[src/rtl/basic_gates.sv]
// Registered bitwise gate bank with input-change detection and optional statistics.
// Define BASIC_GATES_STATS_EN to compile in the eq_cnt/chg_cnt counters; otherwise they read 0.
module basic_gates #(
  parameter int WIDTH = 1,
  parameter int CNT_W = 16
) (
  input  logic             clk,
  input  logic             rst,
  input  logic [WIDTH-1:0] a,
  input  logic [WIDTH-1:0] b,
  output logic [WIDTH-1:0] and_out,
  output logic [WIDTH-1:0] or_out,
  output logic [WIDTH-1:0] xor_out,
  output logic [WIDTH-1:0] nand_out,
  output logic [WIDTH-1:0] nor_out,
  output logic [WIDTH-1:0] xnor_out,
  output logic [WIDTH-1:0] not_a,
  output logic [WIDTH-1:0] not_b,
  output logic             in_change,
  output logic [CNT_W-1:0] eq_cnt,
  output logic [CNT_W-1:0] chg_cnt
);

  logic [WIDTH-1:0] a_q;
  logic [WIDTH-1:0] b_q;
  logic             change_now;

  assign change_now = ({a, b} != {a_q, b_q});

  // Reset loads the a=0,b=0 gate results so nand/nor/xnor/not stay complementary.
  always_ff @(posedge clk) begin
    if (rst) begin
      and_out   <= '0;
      or_out    <= '0;
      xor_out   <= '0;
      nand_out  <= '1;
      nor_out   <= '1;
      xnor_out  <= '1;
      not_a     <= '1;
      not_b     <= '1;
      a_q       <= '0;
      b_q       <= '0;
      in_change <= 1'b0;
    end else begin
      and_out   <= a & b;
      or_out    <= a | b;
      xor_out   <= a ^ b;
      nand_out  <= ~(a & b);
      nor_out   <= ~(a | b);
      xnor_out  <= ~(a ^ b);
      not_a     <= ~a;
      not_b     <= ~b;
      a_q       <= a;
      b_q       <= b;
      in_change <= change_now;
    end
  end

`ifdef BASIC_GATES_STATS_EN
  localparam logic [CNT_W-1:0] CNT_MAX = '1;

  // Counters advance on the same edge that registers the qualifying sample and stick at all-ones.
  always_ff @(posedge clk) begin
    if (rst) begin
      eq_cnt  <= '0;
      chg_cnt <= '0;
    end else begin
      if ((a == b) && (eq_cnt != CNT_MAX)) begin
        eq_cnt <= eq_cnt + CNT_W'(1);
      end
      if (change_now && (chg_cnt != CNT_MAX)) begin
        chg_cnt <= chg_cnt + CNT_W'(1);
      end
    end
  end
`else
  assign eq_cnt  = '0;
  assign chg_cnt = '0;
`endif

endmodule

[config.mk]
export PLATFORM = sky130hd
export DESIGN_NAME = basic_gates
export DESIGN_NICKNAME = d
export VERILOG_FILES = /design/src/rtl/basic_gates.sv
export SDC_FILE = /design/constraint.sdc
export NUM_CORES = 1
export LEC_CHECK = 0
export ABC_AREA = 1
export BUFFER_PORTS_ARGS = -buffer_cell sky130_fd_sc_hd__buf_2
export CORE_UTILIZATION = 38
export CTS_CLUSTER_SIZE = 28
export DETAILED_ROUTE_END_ITERATION = 10
export PLACE_DENSITY_LB_ADDON = 0.2
export SETUP_SLACK_MARGIN = 0.02
export SYNTH_ARGS = -nofsm -noshare
export SYNTH_HDL_FRONTEND = slang
export SYNTH_SLANG_ARGS = --single-unit
export TNS_END_PERCENT = 5
[constraint.sdc]
create_clock -name clk -period 0.8 [get_ports clk]
set_input_delay 0.04 -clock clk [delete_from_list [all_inputs] [get_ports clk]]
set_output_delay 0.04 -clock clk [all_outputs]
set_load 0.03 [all_outputs]
Yosys cells after proc, flatten, opt, wreduce, memory -nomap -nowiden
Cells that the tools add are included.

Flip-flop bits (word level): 11. Output and inout port bits: 41. Word-level logic and storage cells: 20.

Equality and inequality tests: 1. Bitwise logic cells: 8.

Operator list (count): NOT 1 bit (5); != test 2 bit (1); AND 1 bit (1); bitwise OR 1 bit (1); bitwise XOR 1 bit (1).

Depth between registers and ports, before layout
Gate-level depths: netlist of the first run.

Word-level depth: 2. Depth in mapped cells: 4.

Worst setup path after synthesis of the first run
OpenSTA, ideal clock, no wires.

Path kind: reg-to-reg. Start: register b_q. End: register in_change. Setup time: 0.066 ns. Arrival: 0.537 ns. Path slack: 0.197 ns. Stages on the path, launching flop included: 5. Buffers on the path: 0. Period minus slack after synthesis: 0.603 ns. Path through: dfxtp_1 inv_1 nand2_1 nand2_1 a21oi_2.

Word-level cells in the longest chain between the ends: 1.

RTL lines: start, declared (line 25) `logic [WIDTH-1:0] b_q;`; start signal, assigned (line 42) `b_q <= '0;`; start signal, assigned (line 54) `b_q <= b;`; != test 2 bit (line 28) `assign change_now = ({a, b} != {a_q, b_q});`; end signal, assigned (line 55) `in_change <= change_now;`; end, declared (line 19) `output logic in_change,`.

Every way passes these cells. A chain may end at the register's enable or synchronous reset.

Worst setup path in the final report of the first run
Start: register in_change. End: output in_change.

No word-level cell between the ends.

==> results of run 1 <==
[report_power, final]
part	switching [W]	total [W]	leakage (nW)	internal [W]
Combinational	0.000302	0.000373	0.272	0.0000715
Clock	0.000176	0.000368	0.0150	0.000193
Sequential	0.0000127	0.000595	0.0912	0.000582
[state kept, by name, indices dropped and copies added, names as in the netlist]
signal / cells
a_q: 1
and_out: 1
b_q: 1
in_change: 1
nand_out: 1
nor_out: 1
not_a: 1
not_b: 1
or_out: 1
xnor_out: 1
xor_out: 1
[area by class of cell]
cell class,count,area (sq um)
clock buffer,4,26.3
inverter,9,33.8
sequential,11,223
timing repair buffer,13,113
multi-input combinational,50,233
fill,159,858
tap,16,20.0
[how the worst min path moves through the flow]
stage / startpoint / end
after CTS: rst / in_change$_SDFF_PP0_
after detailed placement: rst / in_change$_SDFF_PP0_
final: rst / in_change$_SDFF_PP0_
after global placement: rst / in_change$_SDFF_PP0_
after floorplan: rst / in_change$_SDFF_PP0_
after global routing: rst / in_change$_SDFF_PP0_
[what timing repair did]
item | 4_1_cts | 5_1_grt
hold buffers | 0 | 0
pin swaps | 0 | 0
setup endpoints to repair | 9 | 9
gates cloned | 0 | 0
resized for setup | 10 | 7
[cells in the mapped netlist]
| master | number | share of area, % |
|---|---|---|
| or2_1 | 1 | 1.0 |
| nand2_1 | 7 | 4.3 |
| ha_1 | 4 | 8.2 |
| dfxtp_1 | 11 | 36 |
| conb_1 | 1 | 0.61 |
| buf_4 | 32 | 39 |
| a21oi_2 | 1 | 1.4 |
| inv_2 | 2 | 1.2 |
| inv_1 | 7 | 4.3 |
| nor2_1 | 4 | 2.5 |
| nand2_2 | 1 | 1.0 |
[per-layer routing]
layer,routed length [um],vias to the layer above
li1,-,176
met4,0,0
met3,84,0
met5,0,-
met2,333,24
met1,252,142
[logic make-up (layout without fill, tap and decap cells)]
family          Yosys count  in the layout
compound gates            1              1
fa+ha+maj                 4              4
buf+inv                  41             26
flops                    11             11
other cells               1             32
simple gates             13             13
[stage by stage]
stage	hold slack, ns	util [%]
global route	0.0194	43.0
CTS	0.00936	41.6
detailed placement	0.296	38.1
finish	0.0192	43.0
floorplan	0.102	-
global placement	0.310	38.1
==> summary.md, run 1 <==
| Metric | Value |
|---|---|
| Detailed Place HPWL | `522 um` |
| GRT Util Overall | `~7.5%` |
| Inserted Clock Buffers | `3` |
| # port buffers | `12` |
| Pre-CTS setup slack | `0.0600 ns` |
| Setup Viol. Count Final | `0` |
| Vias/cell | `3.32` |
| Fin crit period | `0.765 ns` |
| Clk sinks | `11` |
| CP startpoint | `in_change$_SDFF_PP0_` |
| Commonest cells after routing, fill and taps aside | `conb_1, dfxtp_1, inv_1, nand2_1, buf_6` |
| CP peak stage delay | `0.31 ns` |
| Final Hold Fails | `0` |
| R2R Setup Slk | `approximately 0.15 ns` |
| Fin crit share | `95.6%` |
| Count of cell types in the netlist | `11` |
| TritonCTS clock tree | `yes` |
| Post-DP Area | `574 sq um` |
| Cell Pwr Density | `2060 nW/um^2` |
| Reg-to-reg critical path endpoint | `in_change$_SDFF_PP0_` |
| Leak Pwr | `approximately 0.38 nW` |
| Pwr Total | `0.00134 W` |
| IO Count | `45` |
| RSZ-0062 raised after global routing | `yes` |
| Max-slew violations | `0` |
| Mapped Cells | `71` |
| Synth Area in Compound Gates | `1.43%` |
| Synthesis-stage register bit count | `11` |
| Gr busiest metal | `met2` |
| Crit path capture | `in_change` |
| Total gr overflow | `0` |
| Total number of vias | `342` |
| Min-Delay Path Depth | `2` |
| Mux share of post-synthesis cell area | `0%` |
| Non-Filler Instances | `103` |
| CP max FO | `1` |
| Slowest CP cell | `dfxtp_1` |
| Final net count | `96` |
| Antenna Cells | `0` |
| Later-pin clock latency in the skew report | `around 0.26 ns` |
| Syn-to-layout area delta | `6.15%` |
| Largest net degree at the start of global routing | `8` |
| Chip Height | `42.1 um` |
| Placer congestion estimate | `0.653` |
| Met3 Usage GRT | `5.60%` |
| Synth warn | `0` |
| Root Buffer | `clkbuf_4` |
| DR WL/cell | `6.50 um` |
| Post-CTS Setup Inserts | `0` |
| DIE WIDTH | `between 40 and 50 um` |
| Worst Hold Class | `primary input to flip-flop` |
| Status | `completed` |
| Crit path depth | `1` |
| CP Cell Sequence | `buf_4` |
| Core area | `1510 sq um` |
| Initial core utilization | `40.5%` |
| Synth Area in Adders | `8.20%` |
| Crit. End Element | `output port` |
| Commonest non-fill, non-tap cell in the layout | `conb_1` |
| Routed wire length | `670 um` |
| WP data arrival | `0.73 ns` |
| Synth Cell Area | `611 sq um` |
| Post-synthesis xor/xnor area fraction | `0%` |
| Register area share after synthesis | `36.1%` |
| Fmax | `between 1000 and 1500 MHz` |
| Final worst slack | `0.0349 ns` |
| Initial antenna violation count | `0` |
| Num rows | `14` |
| Clock-pin slew on the worst setup and hold paths | `0.07 ns` |
| Critical path class | `flip-flop to output port` |
| TritonRoute pass-1 iters | `3` |
| Residual DRC | `0` |
| Placed Cells | `99` |
| Reg2Reg Depth | `4` |
| Die area | `1770 sq um` |
| Final setup skew | `between 0.00008 and 0.00009 ns` |
| Max-Cap Viols | `0` |
| Routing usage on met2 | `around an eighth` |
| Simple-gate area share of the yosys netlist | `slightly below 9%` |
| Main combinational cell family by area after synthesis | `buffers and inverters` |
| Share of cells above drive strength 1 | `25.3%` |
| FF-to-FF Start | `b_q$_SDFF_PP0_` |
| Post-route ant nets | `0` |
| Clock Path Buffers | `2` |
| Mean Syn Cell Area | `8.60 sq um` |
| Buf/Inv on CP | `1` |
| Setup TNS | `0 ns` |
| GRT met1 Usage | `6.68%` |
| CP Launch Type | `flip-flop` |
| First-pass GRT wire length | `938 um` |
| Final Instance Area | `648 sq um` |
| Max VDD drop | `730 uV` |
| Via count of the first global-routing pass | `approximately 240` |
| Top Family by Delay on Critical Path | `flip-flops` |
| CP Data Required Time | `0.76 ns` |
| CTS H-Tree Depth | `1` |
| Initial DRC count | `3` |
Power figures use the tool's default switching activity.
==> run 2: changes to the inputs <==
--- a/config.mk
+++ b/config.mk
@@ -7,7 +7,8 @@
 export LEC_CHECK = 0
 export ABC_AREA = 1
 export BUFFER_PORTS_ARGS = -buffer_cell sky130_fd_sc_hd__buf_2
-export CORE_UTILIZATION = 38
+export CORE_UTILIZATION = 40
+export CTS_BUF_LIST = sky130_fd_sc_hd__clkbuf_8
 export CTS_CLUSTER_SIZE = 28
 export DETAILED_ROUTE_END_ITERATION = 10
 export PLACE_DENSITY_LB_ADDON = 0.2
==> summary.md, run 2 (synthesis gave the netlist of run 1 again) <==
| Metric | Value |
|---|---|
| Status | `completed` |
| Num rows | `13` |
| CP peak stage delay | `0.30 ns` |
| Buf/Inv on CP | `1` |
| Initial antenna violation count | `0` |
| Setup Viol. Count Final | `0` |
| Worst Hold Path EP | `in_change$_SDFF_PP0_` |
| CP max FO | `1` |
| CTS H-Tree Depth | `1` |
| Syn-to-layout area delta | `2.87%` |
| Final Instance Area | `roughly 630 sq um` |
| FF-to-FF Start | `b_q$_SDFF_PP0_` |
| Fin crit share | `~95%` |
| Fillcell total | `136` |
| CP Launch Type | `flip-flop` |
| Post-DP Area | `573 sq um` |
| Post-CTS Hold Buffers | `0` |
| Critical path class | `flip-flop to output port` |
| Routed wire length | `671 um` |
| Antenna Cells | `0` |
| GRT Util Overall | `roughly a tenth` |
| Hold Path Origin | `rst` |
| Clock-pin slew on the worst setup and hold paths | `0.05 ns` |
| CP Data Required Time | `0.76 ns` |
| Max-Cap Viols | `0` |
| IO Count | `45` |
| Root Buffer | `clkbuf_8` |
| Reg-to-reg critical path endpoint | `in_change$_SDFF_PP0_` |
| Final net count | `96` |
| DIE WIDTH | `41.1 um` |
| Min-Delay Path Depth | `2` |
| Residual DRC | `0` |
| Post-route ant nets | `0` |
| WP data arrival | `~0.72 ns` |
| # port buffers | `12` |
| Crit. End Element | `output port` |
| R2R Setup Slk | `0.16 ns` |
| Largest net degree at the start of global routing | `8` |
| Max-slew violations | `0` |
| Initial core utilization | `between 40% and 50%` |
| Commonest cells after routing, fill and taps aside | `conb_1, dfxtp_1, inv_1, buf_2, nand2_1` |
| Final setup skew | `0.000431 ns` |
| Via count of the first global-routing pass | `249` |
| Slowest CP cell | `dfxtp_1` |
| TritonCTS clock tree | `yes` |
| Later-pin clock latency in the skew report | `~0.23 ns` |
| Die area | `1690 sq um` |
| Vias/cell | `3.27` |
| Core area | `1370 sq um` |
| Worst Hold Class | `primary input to flip-flop` |
| Placer congestion estimate | `0.629` |
| Cell Pwr Density | `around 2400 nW/um^2` |
| Fin crit period | `0.763 ns` |
| Max VDD drop | `between 700 and 800 uV` |
| Total gr overflow | `0` |
| Final Hold Fails | `0` |
| Reg2Reg Depth | `4` |
| Initial DRC count | `0` |
| Share of cells above drive strength 1 | `23.0%` |
| TritonRoute pass-1 iters | `1` |
| Leak Pwr | `0.377 nW` |
| RSZ-0062 raised after global routing | `yes` |
| First-pass GRT wire length | `979 um` |
| Clock Path Buffers | `2` |
| CP Cell Sequence | `buf_2` |
| Fmax | `around 1300 MHz` |
| Chip Height | `41.1 um` |
| Commonest non-fill, non-tap cell in the layout | `conb_1` |
| Inserted Clock Buffers | `3` |
| Detailed Place HPWL | `536 um` |
| Top Family by Delay on Critical Path | `flip-flops` |
| Setup TNS | `0 ns` |
| Total number of vias | `334` |
| DR WL/cell | `6.58 um` |
| Clk sinks | `11` |
-- run 2: changes by cell type in the layout (fill, tap and decap cells not counted), sizes merged --
| cell | delta |
|---|---|
| inv | +1 |
| clkbuf | +2 |
| buf | -3 |
-- run 2: worst max path at each step --
stage	start	end	depth (start not counted)
6_report	not_a$_SDFF_PP1_	not_a	1
3_5_place_dp	a	xor_out$_SDFF_PP0_	5
4_1_cts	not_a$_SDFF_PP1_	not_a	1
3_3_place_gp	a	xor_out$_SDFF_PP0_	5
2_1_floorplan	b_q$_SDFF_PP0_	in_change$_SDFF_PP0_	4
5_1_grt	nor_out$_SDFF_PP1_	nor_out	1
-- run 2: worst reg2reg max path, cell delays in order, from the launching register on --
cell     delay, ns
dfxtp_1       0.32
inv_1         0.04
nand2_1       0.05
nand2_1       0.06
a21oi_2       0.12
-- run 2: what timing repair did --
item,CTS,global route
endpoints found under the setup margin,0,9
resized for setup,0,5
buffers inserted,0,0
-- run 2: area by class of cell --
| type | instances | area [sq um] | area share, % |
|---|---|---|---|
| Timing Repair Buffer | 13 | 77.6 | 12.4 |
| Sequential cell | 11 | 220 | 35.1 |
| Clock buffer | 3 | 41.3 | 6.57 |
| Multi-Input combinational cell | 50 | 233 | 37.1 |
| Clock inverter | 1 | 3.75 | 0.598 |
| Tap cell | 15 | 18.8 | 2.99 |
| Inverter | 9 | 33.8 | 5.38 |
-- run 2: per-layer routing --
metal	track usage [%]	up-vias	share of wire [%]
li1	-	173	-
met5	0	-	0
met1	8.97	136	38
met3	3.26	2	12
met4	10.0	0	0.89
met2	15.6	23	49
-- run 2: stage by stage --
| step | power, W | cells | hold slack (ns) | utilization [%] | setup WS (ns) |
|---|---|---|---|---|---|
| after floorplan | 0.00102 | 102 | 0.102 | - | 0.197 |
| after global placement | 0.000947 | 98 | 0.303 | 41.9 | 0.0717 |
| after detailed placement | 0.000949 | 98 | 0.304 | 41.9 | 0.0617 |
| after CTS | 0.00149 | 102 | 0.0533 | 45.2 | 0.0240 |
| after global routing | 0.00156 | 102 | 0.0698 | 46.0 | -0.00578 |
| final | 0.00148 | 102 | 0.0606 | 46.0 | 0.0366 |
-- run 2: report_power, final --
group	total, W	switching [W]	internal, W	leakage [nW]
Sequential	0.000591	0.00000834	0.000583	0.0918
Combinational	0.000355	0.000303	0.0000523	0.258
Clock	0.000533	0.000197	0.000336	0.0269
Total	0.00148	0.000508	0.000971	0.377
